===== src/rtl/iter_shifter.sv =====
// Multi-cycle shifter: SLL, SRL, SRA and ROR, at most STEP bits per clock.
// Valid/ready handshake on both sides, one operation in flight, synchronous kill.
module iter_shifter #(
    parameter  int XLEN = 32,
    parameter  int STEP = 4,
    localparam int SHW  = $clog2(XLEN)
) (
    input  logic            clk,
    input  logic            rst_n,
    input  logic            kill,
    input  logic            in_valid,
    output logic            in_ready,
    input  logic [1:0]      in_type,
    input  logic [XLEN-1:0] in_data,
    input  logic [SHW-1:0]  in_shamt,
    output logic            out_valid,
    input  logic            out_ready,
    output logic [XLEN-1:0] out_data,
    output logic            busy
);

    typedef enum logic [1:0] {S_IDLE, S_BUSY, S_DONE} state_t;
    typedef enum logic [1:0] {OP_SLL, OP_SRL, OP_SRA, OP_ROR} op_t;

    // One extra bit so that STEP == XLEN and XLEN itself are representable.
    localparam logic [SHW:0]    STEP_W = (SHW+1)'(STEP);
    localparam logic [SHW:0]    XLEN_W = (SHW+1)'(XLEN);
    localparam logic [XLEN-1:0] ONES   = '1;

    state_t          state_q, state_d;
    op_t             op_q, op_d;
    logic [XLEN-1:0] work_q, work_d;
    logic [SHW-1:0]  rem_q, rem_d;
    logic            sign_q, sign_d;
    logic            out_valid_q, out_valid_d;
    logic            busy_q, busy_d;

    logic [SHW:0]    step_amt;
    logic [XLEN-1:0] shr;
    logic [XLEN-1:0] fill_mask;
    logic [XLEN-1:0] stepped;

    // One partial shift of the work register by min(remaining, STEP).
    always_comb begin
        step_amt  = ({1'b0, rem_q} > STEP_W) ? STEP_W : {1'b0, rem_q};
        shr       = work_q >> step_amt;
        fill_mask = ~(ONES >> step_amt);
        case (op_q)
            OP_SLL:  stepped = work_q << step_amt;
            OP_SRL:  stepped = shr;
            OP_SRA:  stepped = shr | (sign_q ? fill_mask : '0);
            default: stepped = shr | (work_q << (XLEN_W - step_amt));
        endcase
    end

    assign in_ready = (state_q == S_IDLE) && !kill;

    always_comb begin
        // NOTE: every _d gets a default before the case so no path leaves it unassigned (no latches).
        state_d = state_q;
        op_d    = op_q;
        work_d  = work_q;
        rem_d   = rem_q;
        sign_d  = sign_q;

        if (kill) begin
            state_d = S_IDLE;
        end else begin
            case (state_q)
                S_IDLE: begin
                    if (in_valid) begin
                        op_d    = op_t'(in_type);
                        work_d  = in_data;
                        sign_d  = in_data[XLEN-1];
                        rem_d   = in_shamt;
                        state_d = (in_shamt == '0) ? S_DONE : S_BUSY;
                    end
                end
                S_BUSY: begin
                    work_d = stepped;
                    rem_d  = rem_q - step_amt[SHW-1:0];
                    if (rem_d == '0) state_d = S_DONE;
                end
                S_DONE: begin
                    if (out_ready) state_d = S_IDLE;
                end
                default: state_d = S_IDLE;
            endcase
        end

        out_valid_d = (state_d == S_DONE);
        busy_d      = (state_d != S_IDLE);
    end

    always_ff @(posedge clk or negedge rst_n) begin
        if (!rst_n) begin
            state_q     <= S_IDLE;
            op_q        <= OP_SLL;
            work_q      <= '0;
            rem_q       <= '0;
            sign_q      <= 1'b0;
            out_valid_q <= 1'b0;
            busy_q      <= 1'b0;
        end else begin
            // NOTE: non-blocking so every flop samples the pre-edge values of the others.
            state_q     <= state_d;
            op_q        <= op_d;
            work_q      <= work_d;
            rem_q       <= rem_d;
            sign_q      <= sign_d;
            out_valid_q <= out_valid_d;
            busy_q      <= busy_d;
        end
    end

    assign out_valid = out_valid_q;
    assign busy      = busy_q;
    assign out_data  = work_q;

endmodule


===== config.mk =====
export PLATFORM = sky130hd
export DESIGN_NAME = iter_shifter
export DESIGN_NICKNAME = d
export VERILOG_FILES = /design/src/rtl/iter_shifter.sv
export SDC_FILE = /design/constraint.sdc
export NUM_CORES = 1
export LEC_CHECK = 0
export BUFFER_PORTS_ARGS = -buffer_cell sky130_fd_sc_hd__buf_2
export CAP_MARGIN = 20
export CORE_ASPECT_RATIO = 1.5
export CORE_MARGIN = 1
export CORE_UTILIZATION = 39
export CTS_BUF_LIST = sky130_fd_sc_hd__clkbuf_4 sky130_fd_sc_hd__clkbuf_8 sky130_fd_sc_hd__clkbuf_16
export CTS_CLUSTER_DIAMETER = 200
export DETAILED_ROUTE_END_ITERATION = 16
export MAX_ROUTING_LAYER = met4
export SLEW_MARGIN = 5
export SYNTH_ARGS = -nofsm -noshare
export SYNTH_HDL_FRONTEND = slang
export SYNTH_SLANG_ARGS = --single-unit

===== constraint.sdc =====
create_clock -name clk -period 5.6 [get_ports clk]
set_input_delay 0 -clock clk [delete_from_list [all_inputs] [get_ports clk]]
set_output_delay 0 -clock clk [all_outputs]
set_load 0.1 [all_outputs]

-- After elaboration in Yosys (flattened, before gate mapping)
Index checks and enable logic that the tools add are counted.
- bits in registers: 44
- input port bits: 44
- output and inout bits: 35
- logic and storage cells: 47
- $add $sub $neg: 2
- magnitude comparators: 1
- equal/unequal tests: 6
- shift-type cells: 4
- mux-type cells: 13
- bitwise logic cells: 4
- reduce and logical (&&, ||, !) cells: 10
- operators with widths (cell ; count):
    32-bit case mux with 3 select lines ; 1
    32-bit two-way mux ; 2
    32-bit OR ; 2
    32-bit case mux with 2 select lines ; 1
    32-bit inverter ; 1
    32-bit by 5-bit left shift with 32-bit output ; 1
    32-bit by 6-bit left shift with 32-bit output ; 1
    32-bit by 5-bit right shift with 32-bit output ; 1
    32-bit by 5-bit right shift with 32-bit output (first input constant) ; 1
    5-bit logical NOT ; 2
    2-bit two-way mux ; 5
    5-bit two-way mux ; 2
    5-bit case mux with 2 select lines ; 1
    2-bit equality test (second input constant) ; 3
    2-bit case mux with 3 select lines ; 1
    3-bit AND reduction ; 2
    6-bit by 5-bit subtractor with 6-bit output (first input constant) ; 1
    5-bit by 3-bit > comparator with 1-bit output (second input constant) ; 1
    5-bit subtractor ; 1
    2-bit by 1-bit equality test with 1-bit output (second input constant) ; 2
    2-bit logical NOT ; 2
    2-bit nonzero test ; 2
    2-bit != test (second input constant) ; 1
    1-bit logical AND ; 1
    other kinds (2) ; 2

-- Longest topological paths before layout
- depth in word-level cells: 8
- depth in mapped cells: 14
- gate-level depth less buffers: 10

-- Least setup slack after synthesis
OpenSTA, ideal clock, no wires.
- kind: register to register
- start point: register rem_q[4]
- end point: register work_q[31] (netlist: out_data[31])
- setup time: 0.131 ns
- arrival: 3.578 ns
- data required time: 5.469 ns
- slack: 1.891 ns
- stages on the path, launching flop included: 12
- clock period less this slack: 3.709 ns
- cell sequence: dfrtp_1 or4b_1 clkbuf_1 buf_2 clkbuf_1 ha_1 buf_1 mux4_2 mux4_2 a22oi_1 nor4_1 or3_1
- cells in the longest elaborated chain, start to end: 8
- elaborated cells between the ends (all ways): 13
- classes of those cells: add/sub: 1; order compare: 1; shift: 4; mux: 4; bitwise: 3
- RTL lines (item ; RTL line ; source):
    start, declared ; 33 ; logic [SHW-1:0] rem_q, rem_d;
    start signal, assigned ; 109 ; rem_q <= rem_d;
    5-bit by 3-bit > comparator with 1-bit output ; 45 ; step_amt = ({1'b0, rem_q} > STEP_W) ? STEP_W : {1'b0, rem_q};
    5-bit two-way mux (*) ; 45 ;
    parallel branches: the longest is 4 deep, another holds 6-bit by 5-bit subtractor with 6-bit output ; n/a ;
    32-bit case mux with 3 select lines (*) ; 48 ; case (op_q)
    32-bit case mux with 2 select lines (*) ; 69 ; case (state_q)
    end signal, assigned ; 108 ; work_q <= work_d;
    end, declared ; 32 ; logic [XLEN-1:0] work_q, work_d;
Mark *: on every way between the ends.
A chain may end at the register's enable or synchronous reset.

-- Worst setup path after layout
- start point: register rem_q[2]
- end point: register work_q[31] (netlist: out_data[31])
The elaborated chain is that of the path after synthesis.

==> flow_metrics.env <==
export IMPL_leakage_uw=0.002557
export IMPL_clock_path_buffers=2
export IMPL_synthFlopType="dfrtp_1"
export IMPL_syn_avg_cell_area_um2=7.446
export IMPL_fmax_mhz=245.0
export IMPL_setup_viol=0
export IMPL_cp_data_arrival_time_ps=4260
export IMPL_initial_core_util_pct=39.81
export IMPL_grt_ovfl_total=0
export IMPL_synthCells=773
export IMPL_dieHeight_um=150.8
export IMPL_crit_type="flip-flop to flip-flop"
export IMPL_wire_per_inst_um=25.74
export IMPL_placed_area_mm2=0.006167
export IMPL_ant_nets=0
export IMPL_slew_viol_final=0
export IMPL_synth_area_mm2=0.005756
export IMPL_rsz0062_at_grt="false"
export IMPL_cts_resized=0
export IMPL_synth_seq_cells=44
export IMPL_critPathLaunchType="flip-flop"
export IMPL_synth_cell_types=64
export IMPL_post_cts_buffers=0
export IMPL_cts_made_buffers=5
export IMPL_timing_setup_tns_ps=0
export IMPL_wirelength_um=25480
export IMPL_antenna_found_initial=0
export IMPL_synth_edf_count=0
export IMPL_drc=0
export IMPL_fillCellCount=1530
export IMPL_yosysSeqAreaShare_pct=19.13
export IMPL_io_buffers=78
export IMPL_run_status="finished, final reports clean"
export IMPL_syn_nets=822
export IMPL_clock_sinks=44
export IMPL_worstMarginPinSlew_ps=1049
export IMPL_slew_headroom_pct=30.07
export IMPL_drive_gt1_share_pct=19.40
export IMPL_die_x_um=101.2
export IMPL_finalCritPeriodShare_pct=72.87
export IMPL_max_cap_viol_count=0
export IMPL_nNetsFinal=842
export IMPL_cts_htree_levels=2
export IMPL_critPathRequiredTime_ps=5780
export IMPL_dr_pass1_iters=5
export IMPL_grt_pass1_vias=6254
export IMPL_cts_tree="done"
export IMPL_ys_warn_count=0
export IMPL_grt_pass1_wl_um=38410
export IMPL_area_delta_synth_final_pct=11.74
export IMPL_hp_class="input pin to flip-flop"
export IMPL_gp_congestion=1.030
export IMPL_critPathCaptureType="flip-flop"
export IMPL_min_period_ps=4081
export IMPL_ios=79
export IMPL_coreArea_mm2=0.01446
export IMPL_row_count=54
export IMPL_clk_latency_ps=300
export IMPL_finalHoldViolCount=0
export IMPL_post_route_util_pct=44.48
export IMPL_grt_max_degree=56
export IMPL_viasPerCell=6.678
export IMPL_peakVddDrop_mv=0.2423
export IMPL_fin_area_mm2=0.006431
export IMPL_p_per_area_mw_per_mm2=578.0
export IMPL_first_iter_violations=540
export IMPL_fin_cells=990
export IMPL_ys_async_sr_fraction_pct=100.0
export IMPL_dieArea_mm2=0.01526
export IMPL_hpwl_um=17070
export IMPL_track_usage_pct=34.75
export IMPL_cts_root_buf="clkbuf_16"
export IMPL_vias=6611
export IMPL_dp_cells=971
export IMPL_path_clk_slew_ps=80
export IMPL_antennaDiodeCount=0
export IMPL_finClkSkew_ps=11.33
export IMPL_cp_max_fo=22
==> through the flow <==
stage | hold WS (ps) | setup slack (ps) | power [uW]
finish | 0.6596 | 1519 | 3717
global route | 42.76 | 1392 | 3899
CTS | 0.5197 | 1577 | 3673
detailed placement | 177.7 | 1585 | 3325
global placement | 153.6 | 1685 | 3319
floorplan | -295.6 | 1891 | 2661
==> sequential cells by signal, indices dropped and copies added (netlist names) <==
name	flops
out_data	32
rem_q	5
op_q	2
state_q	2
busy	1
out_valid	1
sign_q	1
==> timing repair <==
action / 4_1_cts / 5_1_grt
hold buffers: 11 / 0
endpoints found under the setup margin: 0 / 0
hold endpoints to repair: 55 / 0
==> final cells by class <==
| cell class | instances | area, um^2 | area share (%) |
|---|---|---|---|
| multi-input cells | 621 | 4232 | 65.80 |
| flip-flops and latches | 44 | 1102 | 17.14 |
| repair buffers | 109 | 650.6 | 10.12 |
| well taps | 196 | 245.2 | 3.813 |
| clock buffers | 7 | 146.4 | 2.276 |
| inverters | 12 | 47.55 | 0.7393 |
| clock inverters | 1 | 7.507 | 0.1167 |
==> critical path, cell delays in order (launching register included) <==
cell	delay, ps
dfrtp_1	560
or4b_1	1020
ha_1	480
inv_1	80
ha_1	430
nor2_1	570
a221oi_1	170
a22oi_1	260
nor4_1	80
or3_1	320
==> synth_stat cells, types with 5 or more instances <==
library cell,count,share of area [%]
nand2_1,99,6.5
clkbuf_1,75,4.9
mux2i_1,75,13
a21oi_1,66,5.7
nor2_1,49,3.2
dfrtp_1,44,19
o21ai_0,39,3.4
nand3_1,31,2.7
nor3_1,24,2.1
a31oi_1,21,2.3
mux4_2,19,7.4
mux2_2,14,2.7
o22ai_1,14,1.5
a211oi_1,13,1.7
or3_1,13,1.4
o221ai_1,12,1.8
nand2b_1,11,1.2
inv_1,10,0.65
nor2b_1,9,0.98
buf_1,8,0.52
o211ai_1,8,1.0
o21ai_1,8,0.70
a22oi_1,7,0.91
buf_2,7,0.61
a2111oi_0,5,0.76
ha_1,5,1.1
nor4_1,5,0.54
==> routing by layer <==
metal / global-route usage [%] / share of wire (%) / up-vias
met5: - / 0 / -
met4: 18.48 / 5.0 / 0
met3: 3.922 / 6.8 / 75
met2: 55.24 / 49 / 358
met1: 43.12 / 39 / 3242
li1: - / - / 2936
==> cells by family (layout without fill, tap and decap cells) <==
logic type / count (synthesis) / count (layout) / share of synthesized area [%]
multiplexers: 108 / 108 / 23.22
flip-flops: 44 / 44 / 19.13
AND/OR/NAND/NOR: 268 / 268 / 22.04
adder cells (fa/ha/maj): 5 / 5 / 1.087
AO/OA/AOI/OAI: 239 / 239 / 26.78
buffers and inverters: 108 / 129 / 7.674
other: 1 / 1 / 0.06515
==> path summary, 6_finish.rpt <==
kind                                   from      endpoint  slack, ps  cells past startpoint
min in group asynchronous             rst_n  out_data[22]        350                      3
worst max-delay path               rem_q[2]  out_data[31]       1520                      9
worst min-delay path            in_shamt[4]      rem_q[4]        0.7                      3
max in group asynchronous             rst_n      rem_q[0]       4740                      3
worst min register to register       sign_q        sign_q        550                      1
worst max register to register     rem_q[2]  out_data[31]       1520                      9
==> layout by cell type, fill, tap and decap left out, drive strengths merged, types with 3 or more instances in the layout <==
cell type and count:
nor4 5, a221oi 3, o22ai 14, nand2 99, o311ai 4, mux2i 75, a32o 3, a2111oi 5
mux4 19, o211ai 8, nor3b 3, inv 12, or3 13, a22oi 7, nor2 49, and2 4
nor4b 3, o31ai 3, nand4 4, dfrtp 44, or2 4, buf 98, a21oi 66, a31oi 21
o21ai 47, nand2b 11, a2bb2oi 3, o221ai 12, a211oi 13, a221o 3, nor3 25, nor2b 9
a21boi 4, ha 5, mux2 14, dlygate4sd3 11, nand3 31, or4b 3, clkbuf 7, o2111ai 4
==> where the power goes <==
group	internal [uW]	switching [uW]	total [uW]
Sequential	418	373	791
Combinational	789	1800	2590
Clock	184	151	335
Total	1390	2330	3720
(Power assumes the default switching activity.)
